$ cat src/rtl/naive_bus_arb_pkg.sv
// Shared types, widths and helpers for the naive_bus round-robin arbiter.
// Bus field widths are fixed here so every master/slave port agrees.
package naive_bus_arb_pkg;

  localparam int MAX_MASTER = 8;
  localparam int IDX_W      = 3;
  localparam int OWN_W      = IDX_W + 1;
  localparam int BUS_ADDR_W = 32;
  localparam int BUS_DATA_W = 32;
  localparam int BUS_BE_W   = 4;

  typedef logic [IDX_W-1:0] arb_idx_t;

  typedef enum logic [0:0] {
    ARB_IDLE   = 1'b0,
    ARB_LOCKED = 1'b1
  } arb_state_t;

  // Rotate a priority pointer one step, wrapping at n.
  function automatic arb_idx_t rr_next(input arb_idx_t ptr, input int n);
    arb_idx_t nxt;
    if ((int'(ptr) + 1) >= n) begin
      nxt = {IDX_W{1'b0}};
    end else begin
      nxt = ptr + arb_idx_t'(1);
    end
    return nxt;
  endfunction

endpackage

$ cat src/rtl/naive_bus_rr_chk.sv
// Protocol checker for one arbitration channel: a locked owner must keep
// its request up until the slave grants it.
module naive_bus_rr_chk
  import naive_bus_arb_pkg::*;
#(
  parameter int N_MASTER = 2
) (
  input  logic                clk,
  input  logic                rst_n,
  input  logic [N_MASTER-1:0] req,
  input  logic                locked,
  input  arb_idx_t            sel
);

  logic [MAX_MASTER-1:0] req_ext;
  logic                  owner_req;

  assign req_ext   = MAX_MASTER'(req);
  assign owner_req = req_ext[sel];

  a_owner_holds_req: assert property (
    @(posedge clk) disable iff (!rst_n) locked |-> owner_req
  );

endmodule

$ cat src/rtl/naive_bus_rr_pick.sv
// One channel of the round-robin arbiter: rotating-priority scan plus the
// ptr/lock/sel state that keeps a stalled selection stable.
module naive_bus_rr_pick
  import naive_bus_arb_pkg::*;
#(
  parameter int N_MASTER = 2
) (
  input  logic                clk,
  input  logic                rst_n,
  input  logic [N_MASTER-1:0] req,
  input  logic                gnt,
  output arb_idx_t            win_idx,
  output logic                win_vld
);

  arb_state_t            state_q, state_d;
  arb_idx_t              ptr_q, ptr_d;
  arb_idx_t              sel_q, sel_d;
  arb_idx_t              scan_idx;
  logic                  scan_vld;
  logic [MAX_MASTER-1:0] req_ext;

  assign req_ext = MAX_MASTER'(req);

  // Scan from ptr upward; walking offsets backwards lets the nearest requester win last.
  always_comb begin
    scan_idx = {IDX_W{1'b0}};
    scan_vld = 1'b0;
    for (int off = N_MASTER - 1; off >= 0; off--) begin
      logic [OWN_W-1:0] sum;
      logic [OWN_W-1:0] cand;
      sum  = {1'b0, ptr_q} + OWN_W'(off);
      cand = (sum >= OWN_W'(N_MASTER)) ? (sum - OWN_W'(N_MASTER)) : sum;
      if (req_ext[cand[IDX_W-1:0]]) begin
        scan_idx = cand[IDX_W-1:0];
        scan_vld = 1'b1;
      end else begin
        scan_idx = scan_idx;
        scan_vld = scan_vld;
      end
    end
  end

  // Winner selection, lock state transitions and pointer rotation.
  always_comb begin
    win_idx = scan_idx;
    win_vld = scan_vld;
    state_d = state_q;
    sel_d   = sel_q;
    ptr_d   = ptr_q;
    case (state_q)
      ARB_IDLE: begin
        if (scan_vld && !gnt) begin
          state_d = ARB_LOCKED;
          sel_d   = scan_idx;
        end else begin
          state_d = ARB_IDLE;
        end
      end
      ARB_LOCKED: begin
        win_idx = sel_q;
        win_vld = 1'b1;
        if (gnt) begin
          state_d = ARB_IDLE;
        end else begin
          state_d = ARB_LOCKED;
        end
      end
      default: begin
        state_d = ARB_IDLE;
      end
    endcase
    if (win_vld && gnt) begin
      ptr_d = rr_next(win_idx, N_MASTER);
    end else begin
      ptr_d = ptr_q;
    end
  end

  // Channel state registers.
  always_ff @(posedge clk or negedge rst_n) begin
    if (!rst_n) begin
      state_q <= ARB_IDLE;
      ptr_q   <= {IDX_W{1'b0}};
      sel_q   <= {IDX_W{1'b0}};
    end else begin
      state_q <= state_d;
      ptr_q   <= ptr_d;
      sel_q   <= sel_d;
    end
  end

  naive_bus_rr_chk #(
    .N_MASTER (N_MASTER)
  ) u_chk (
    .clk    (clk),
    .rst_n  (rst_n),
    .req    (req),
    .locked (state_q == ARB_LOCKED),
    .sel    (sel_q)
  );

endmodule

$ cat src/rtl/naive_bus_rr_arbiter.sv
// Round-robin arbiter sharing one naive_bus slave among N_MASTER masters.
// Read and write channels arbitrate independently; read beats return to the granted master.
module naive_bus_rr_arbiter
  import naive_bus_arb_pkg::*;
#(
  parameter int N_MASTER = 2
) (
  input  logic                           clk,
  input  logic                           rst_n,
  // Master side, one field slice per requester (index i at [i*W +: W]).
  input  logic [N_MASTER-1:0]            m_rd_req,
  input  logic [N_MASTER*BUS_BE_W-1:0]   m_rd_be,
  input  logic [N_MASTER*BUS_ADDR_W-1:0] m_rd_addr,
  output logic [N_MASTER-1:0]            m_rd_gnt,
  output logic [N_MASTER*BUS_DATA_W-1:0] m_rd_data,
  input  logic [N_MASTER-1:0]            m_wr_req,
  input  logic [N_MASTER*BUS_BE_W-1:0]   m_wr_be,
  input  logic [N_MASTER*BUS_ADDR_W-1:0] m_wr_addr,
  input  logic [N_MASTER*BUS_DATA_W-1:0] m_wr_data,
  output logic [N_MASTER-1:0]            m_wr_gnt,
  // Shared slave side.
  output logic                           s_rd_req,
  output logic [BUS_BE_W-1:0]            s_rd_be,
  output logic [BUS_ADDR_W-1:0]          s_rd_addr,
  input  logic                           s_rd_gnt,
  input  logic [BUS_DATA_W-1:0]          s_rd_data,
  output logic                           s_wr_req,
  output logic [BUS_BE_W-1:0]            s_wr_be,
  output logic [BUS_ADDR_W-1:0]          s_wr_addr,
  output logic [BUS_DATA_W-1:0]          s_wr_data,
  input  logic                           s_wr_gnt
);

  localparam logic [OWN_W-1:0] OWNER_NONE = OWN_W'(N_MASTER);

  arb_idx_t         rd_idx, wr_idx;
  logic             rd_vld, wr_vld;
  logic [OWN_W-1:0] rd_owner_q, rd_owner_d;

  naive_bus_rr_pick #(
    .N_MASTER (N_MASTER)
  ) u_rd_pick (
    .clk     (clk),
    .rst_n   (rst_n),
    .req     (m_rd_req),
    .gnt     (s_rd_gnt),
    .win_idx (rd_idx),
    .win_vld (rd_vld)
  );

  naive_bus_rr_pick #(
    .N_MASTER (N_MASTER)
  ) u_wr_pick (
    .clk     (clk),
    .rst_n   (rst_n),
    .req     (m_wr_req),
    .gnt     (s_wr_gnt),
    .win_idx (wr_idx),
    .win_vld (wr_vld)
  );

  // Read request mux and grant demux; AND-OR so an absent winner drives zeros.
  always_comb begin
    s_rd_req  = 1'b0;
    s_rd_be   = {BUS_BE_W{1'b0}};
    s_rd_addr = {BUS_ADDR_W{1'b0}};
    m_rd_gnt  = {N_MASTER{1'b0}};
    for (int i = 0; i < N_MASTER; i++) begin
      logic hit;
      hit         = rd_vld && (rd_idx == arb_idx_t'(i));
      s_rd_req    = s_rd_req  | (m_rd_req[i] & hit);
      s_rd_be     = s_rd_be   | (m_rd_be[i*BUS_BE_W +: BUS_BE_W] & {BUS_BE_W{hit}});
      s_rd_addr   = s_rd_addr | (m_rd_addr[i*BUS_ADDR_W +: BUS_ADDR_W] & {BUS_ADDR_W{hit}});
      m_rd_gnt[i] = s_rd_gnt & hit;
    end
  end

  // Write request mux and grant demux.
  always_comb begin
    s_wr_req  = 1'b0;
    s_wr_be   = {BUS_BE_W{1'b0}};
    s_wr_addr = {BUS_ADDR_W{1'b0}};
    s_wr_data = {BUS_DATA_W{1'b0}};
    m_wr_gnt  = {N_MASTER{1'b0}};
    for (int i = 0; i < N_MASTER; i++) begin
      logic hit;
      hit         = wr_vld && (wr_idx == arb_idx_t'(i));
      s_wr_req    = s_wr_req  | (m_wr_req[i] & hit);
      s_wr_be     = s_wr_be   | (m_wr_be[i*BUS_BE_W +: BUS_BE_W] & {BUS_BE_W{hit}});
      s_wr_addr   = s_wr_addr | (m_wr_addr[i*BUS_ADDR_W +: BUS_ADDR_W] & {BUS_ADDR_W{hit}});
      s_wr_data   = s_wr_data | (m_wr_data[i*BUS_DATA_W +: BUS_DATA_W] & {BUS_DATA_W{hit}});
      m_wr_gnt[i] = s_wr_gnt & hit;
    end
  end

  // Remember who owns the read beat arriving next cycle.
  always_comb begin
    if (rd_vld && s_rd_gnt) begin
      rd_owner_d = {1'b0, rd_idx};
    end else begin
      rd_owner_d = OWNER_NONE;
    end
  end

  // Read-data steering register.
  always_ff @(posedge clk or negedge rst_n) begin
    if (!rst_n) begin
      rd_owner_q <= OWNER_NONE;
    end else begin
      rd_owner_q <= rd_owner_d;
    end
  end

  // Return read data only to the owning master.
  always_comb begin
    m_rd_data = {(N_MASTER*BUS_DATA_W){1'b0}};
    for (int i = 0; i < N_MASTER; i++) begin
      m_rd_data[i*BUS_DATA_W +: BUS_DATA_W] =
        s_rd_data & {BUS_DATA_W{rd_owner_q == OWN_W'(i)}};
    end
  end

endmodule

$ cat config.mk
export PLATFORM = sky130hd
export DESIGN_NAME = naive_bus_rr_arbiter
export DESIGN_NICKNAME = d
export VERILOG_FILES = /design/src/rtl/naive_bus_arb_pkg.sv /design/src/rtl/naive_bus_rr_chk.sv /design/src/rtl/naive_bus_rr_pick.sv /design/src/rtl/naive_bus_rr_arbiter.sv
export SDC_FILE = /design/constraint.sdc
export NUM_CORES = 1
export LEC_CHECK = 0
export ABC_AREA = 1
export CAP_MARGIN = 20
export CORE_AREA = 4 4 163 165
export CTS_CLUSTER_DIAMETER = 100
export DETAILED_ROUTE_END_ITERATION = 10
export DIE_AREA = 0 0 167 169
export SYNTH_ARGS = -nofsm -noshare
export SYNTH_HDL_FRONTEND = slang
export SYNTH_SLANG_ARGS = --single-unit
$ cat constraint.sdc
create_clock -name clk -period 7.1 [get_ports clk]
set_input_delay 1.065 -clock clk [delete_from_list [all_inputs] [get_ports clk]]
set_output_delay 1.065 -clock clk [all_outputs]
set_load 0.01 [all_outputs]
==> impl.org <==
** Yosys
- Flip-flop and latch count after synthesis :: 17
- Cell area after synthesis :: 0.003206 mm²
- Syn Inst Count :: 613
- Post-Synthesis Net Count :: 873
- Synth cell types :: 29
- Ys Warns :: 0
- Summing the sequential cell areas from Yosys gives 13.31% of the chip area.
- A synthesized cell averages 5.229 µm².

** Job
- Across the run, the number of max-cap violations was 0.

** Placed design
- Routability-driven placement finished with a final weighted congestion of 0.9019.
- I/O Buffers :: 421
- Placed cell count :: 1337
- The HPWL after detailed placement is 17140 µm.

** Cells and area
- Number of fill cells :: 2738
- Summing all multi-input logic gate instances after layout gives 0.001977 mm².
- In the layout the commonest cells are 421 x clkdlybuf4s50_1, 166 x inv_1, 150 x nand2_1, 88 x nor2_1, 79 x o21ai_0.
- Post-layout nets :: 1274
- Ant diodes :: 0
- Commonest non-fill, non-tap cell in the layout :: clkdlybuf4s50_1
- In the final layout, the share of cells above drive strength 1 is 5.923%.
- Registers take 426.7 µm².
- For this run, the number of standard cells in the final layout without fillers is 1343.
- Compared with the post-synthesis result, the final layout area differs by 143.5%.

** Setup path
- Biggest fanout along the worst timing path :: 70
- Data arrival time at the worst-slack endpoint :: 4190 ps
- On the worst path, the slowest cell contributes a delay of 680 ps.
- The setup path with the least slack is of type in2out.
- Startpoint type of the worst setup path :: primary input
- The slowest stage of the critical path belongs to the cell clkdlybuf4s50_1.
- In this design, the critical path's most frequently occurring cell is nand2_1.
- Crit. End Element :: primary output
- Cells along the critical path :: clkdlybuf4s50_1 -> inv_1 -> nand2_1 -> nand2_1 -> nor2_2 -> nand4_1 -> nand3_1 -> nand2_1 -> ha_1 -> nand3_4 -> o21ai_0 -> clkdlybuf4s50_1
- Worst EP required :: 6030 ps

** Drt
- Routed vias/inst :: 3.711
- The count of nets left with antenna violations once routing finished came out at 0.
- Initial DRC Count :: 165
- Total via count after detailed routing :: 4984
- In the routed design, unresolved DRC markers number 0.
- First-pass DRT Iterations :: 4
- DRT Wirelength :: 19740 µm
- Routed wire length per instance :: 14.70 µm

** STA
- For the final routed database, the setup TNS stands at 0 ps.
- Slew headroom :: 41.30%
- RSZ-0062 raised after global routing :: no
- On the final layout, the worst clock skew is 0.8201 ps.
- Max Fclk :: 0.1905 GHz
- Final Hold Fails :: 0
- Setup violations remaining at the end of the flow were counted as 0.
- Final critical delay including setup and external delays :: 5251 ps
- Final worst path period share :: 73.95%
- For the pin with the worst max-slew slack, the measured transition is 879.4 ps.
- The number of pins with negative max-slew slack in the final report was 0.

** CTS
- H-tree levels :: 1
- Hold repair after CTS inserted 0 buffers.
- Maximum number of buffers from clock root to sink :: 2
- CTS saw 17 sinks.
- Worst-Skew Late Latency :: 250 ps
- The number of setup buffers added after CTS is 0.
- Resize count post-CTS :: 0
- Clock-pin slew was measured on the worst setup and hold paths at 50 ps.
- Clock tree synthesis inserted a total of 3 buffers.
- TritonCTS built the clock tree.
- Clock tree root driver cell :: clkbuf_16

** GRT
- Initial antenna violation count :: 0
- GRT met2 Usage :: 26.26%
- GR met3 Demand/Resource :: 3.853%
- Overall fraction of global-route tracks in use :: 13.05%
- For this run the aggregate overflow at the end of global routing stands at 0.
- Largest net degree at the start of global routing :: 71
- Fraction of met1 tracks used by global routing :: 12.93%
- In this run the most used layer during global routing was met2.
- The number of global-route vias before repair came to 5210.
- Global-route wire length before repair :: 29070 µm

** Floorplan
- Number of top-level pins :: 422
- Height of the chip :: 169 µm
- The core region is 0.02504 mm².
- For this configuration, the core starts out at a cell density of 12.80%.
- Total die area :: 0.02822 mm²
- The floorplan has 58 rows.
- Width of the chip :: 167 µm

** Power and ir drop
- Summed over all cells, the static leakage comes to 3.633 nW.
- PwrDens :: 261.9 mW/mm²
- IR Drop Worst-Case VDD :: 0.1805 mV

** Min path
- Class of the tightest hold or removal check :: reg2reg

** Run status
- The run finished with clean final reports.
## worst max-delay path: cells and delay by family
kind                       cells  cell delay [ps]
and+or+nand+nor                7              960
adders and majority gates      1              200
AOI/OAI and AO/OA              1              660
buffers and inverters          3             1260
## routing by layer
metal | up-vias | wire length, µm
li1 | 2593 | -
met1 | 2098 | 6935
met2 | 277 | 10620
met3 | 16 | 1763
met4 | 0 | 421
met5 | - | 0
## cell families after synthesis
| kind of cell | synth area share [%] |
|---|---|
| simple gates | 34.89 |
| fa+ha+maj | 4.684 |
| compound gates | 22.09 |
| flops | 13.31 |
| buf+inv | 25.02 |
## report_power, final
| group | switching (mW) | internal (mW) | leakage [nW] | total (mW) |
|---|---|---|---|---|
| Clock | 0.0382 | 0.0753 | 0.0409 | 0.114 |
| Combinational | 0.906 | 0.897 | 3.37 | 1.80 |
| Sequential | 0.0156 | 0.112 | 0.226 | 0.128 |
## final timing paths
check / startpoint / end / slack [ps] / cells after the start
min: u_wr_pick.sel_q[2] / u_wr_pick.sel_q[2] / 490 / 2
max in group asynchronous: rst_n / u_wr_pick.sel_q[2] / 5290 / 1
max reg2reg: u_rd_pick.ptr_q[0] / u_rd_pick.ptr_q[0] / 4850 / 15
min in group asynchronous: rst_n / rd_owner_q[0] / 1300 / 1
max: m_wr_req[1] / s_wr_data[23] / 1850 / 12
min reg2reg: u_wr_pick.sel_q[2] / u_wr_pick.sel_q[2] / 490 / 2
## cell usage after synthesis, drive strengths merged
master | count | area share (%)
a21oi | 5 | 0.78
nand2 | 161 | 20
dfrtp | 16 | 12
inv | 170 | 20
o211ai | 1 | 0.23
nand4 | 1 | 0.20
buf | 13 | 3.3
dfstp | 1 | 0.82
nor3 | 2 | 0.31
nor2 | 90 | 11
clkbuf | 14 | 1.7
nand3 | 13 | 3.4
o21ai | 110 | 21
ha | 12 | 4.7
a31oi | 2 | 0.39
and2 | 2 | 0.39
## sequential cells by signal, summed over array words and instances (netlist names)
register           cells
rd_owner_q             3
u_rd_pick.ptr_q        3
u_rd_pick.sel_q        3
u_rd_pick.state_q      1
u_wr_pick.ptr_q        3
u_wr_pick.sel_q        3
u_wr_pick.state_q      1
## cell type report
| type | instances | area share [%] |
|---|---|---|
| Clock buffer | 3 | 0.9617 |
| Clock inverter | 1 | 0.06411 |
| Inverter | 170 | 8.206 |
| Multi-Input combinational cell | 399 | 25.32 |
| Sequential cell | 17 | 5.466 |
| Tap cell | 330 | 5.289 |
| Timing Repair Buffer | 423 | 54.69 |
## stage by stage
step / util [%] / hold WS (ps) / cell area (µm²) / setup WS [ps] / power (mW)
CTS: 30.96 / 493.7 / 7751 / 1793 / 2.071
finish: 31.18 / 493.3 / 7806 / 1849 / 2.044
global placement: 30.64 / 484.7 / 7671 / 1783 / 1.943
global route: 31.18 / 506.3 / 7806 / 1555 / 2.220
detailed placement: 30.64 / 485.3 / 7671 / 1812 / 1.941
floorplan: - / 472.5 / 3206 / 3585 / 0.9615
No activity file was read; power rests on OpenSTA's default activity.
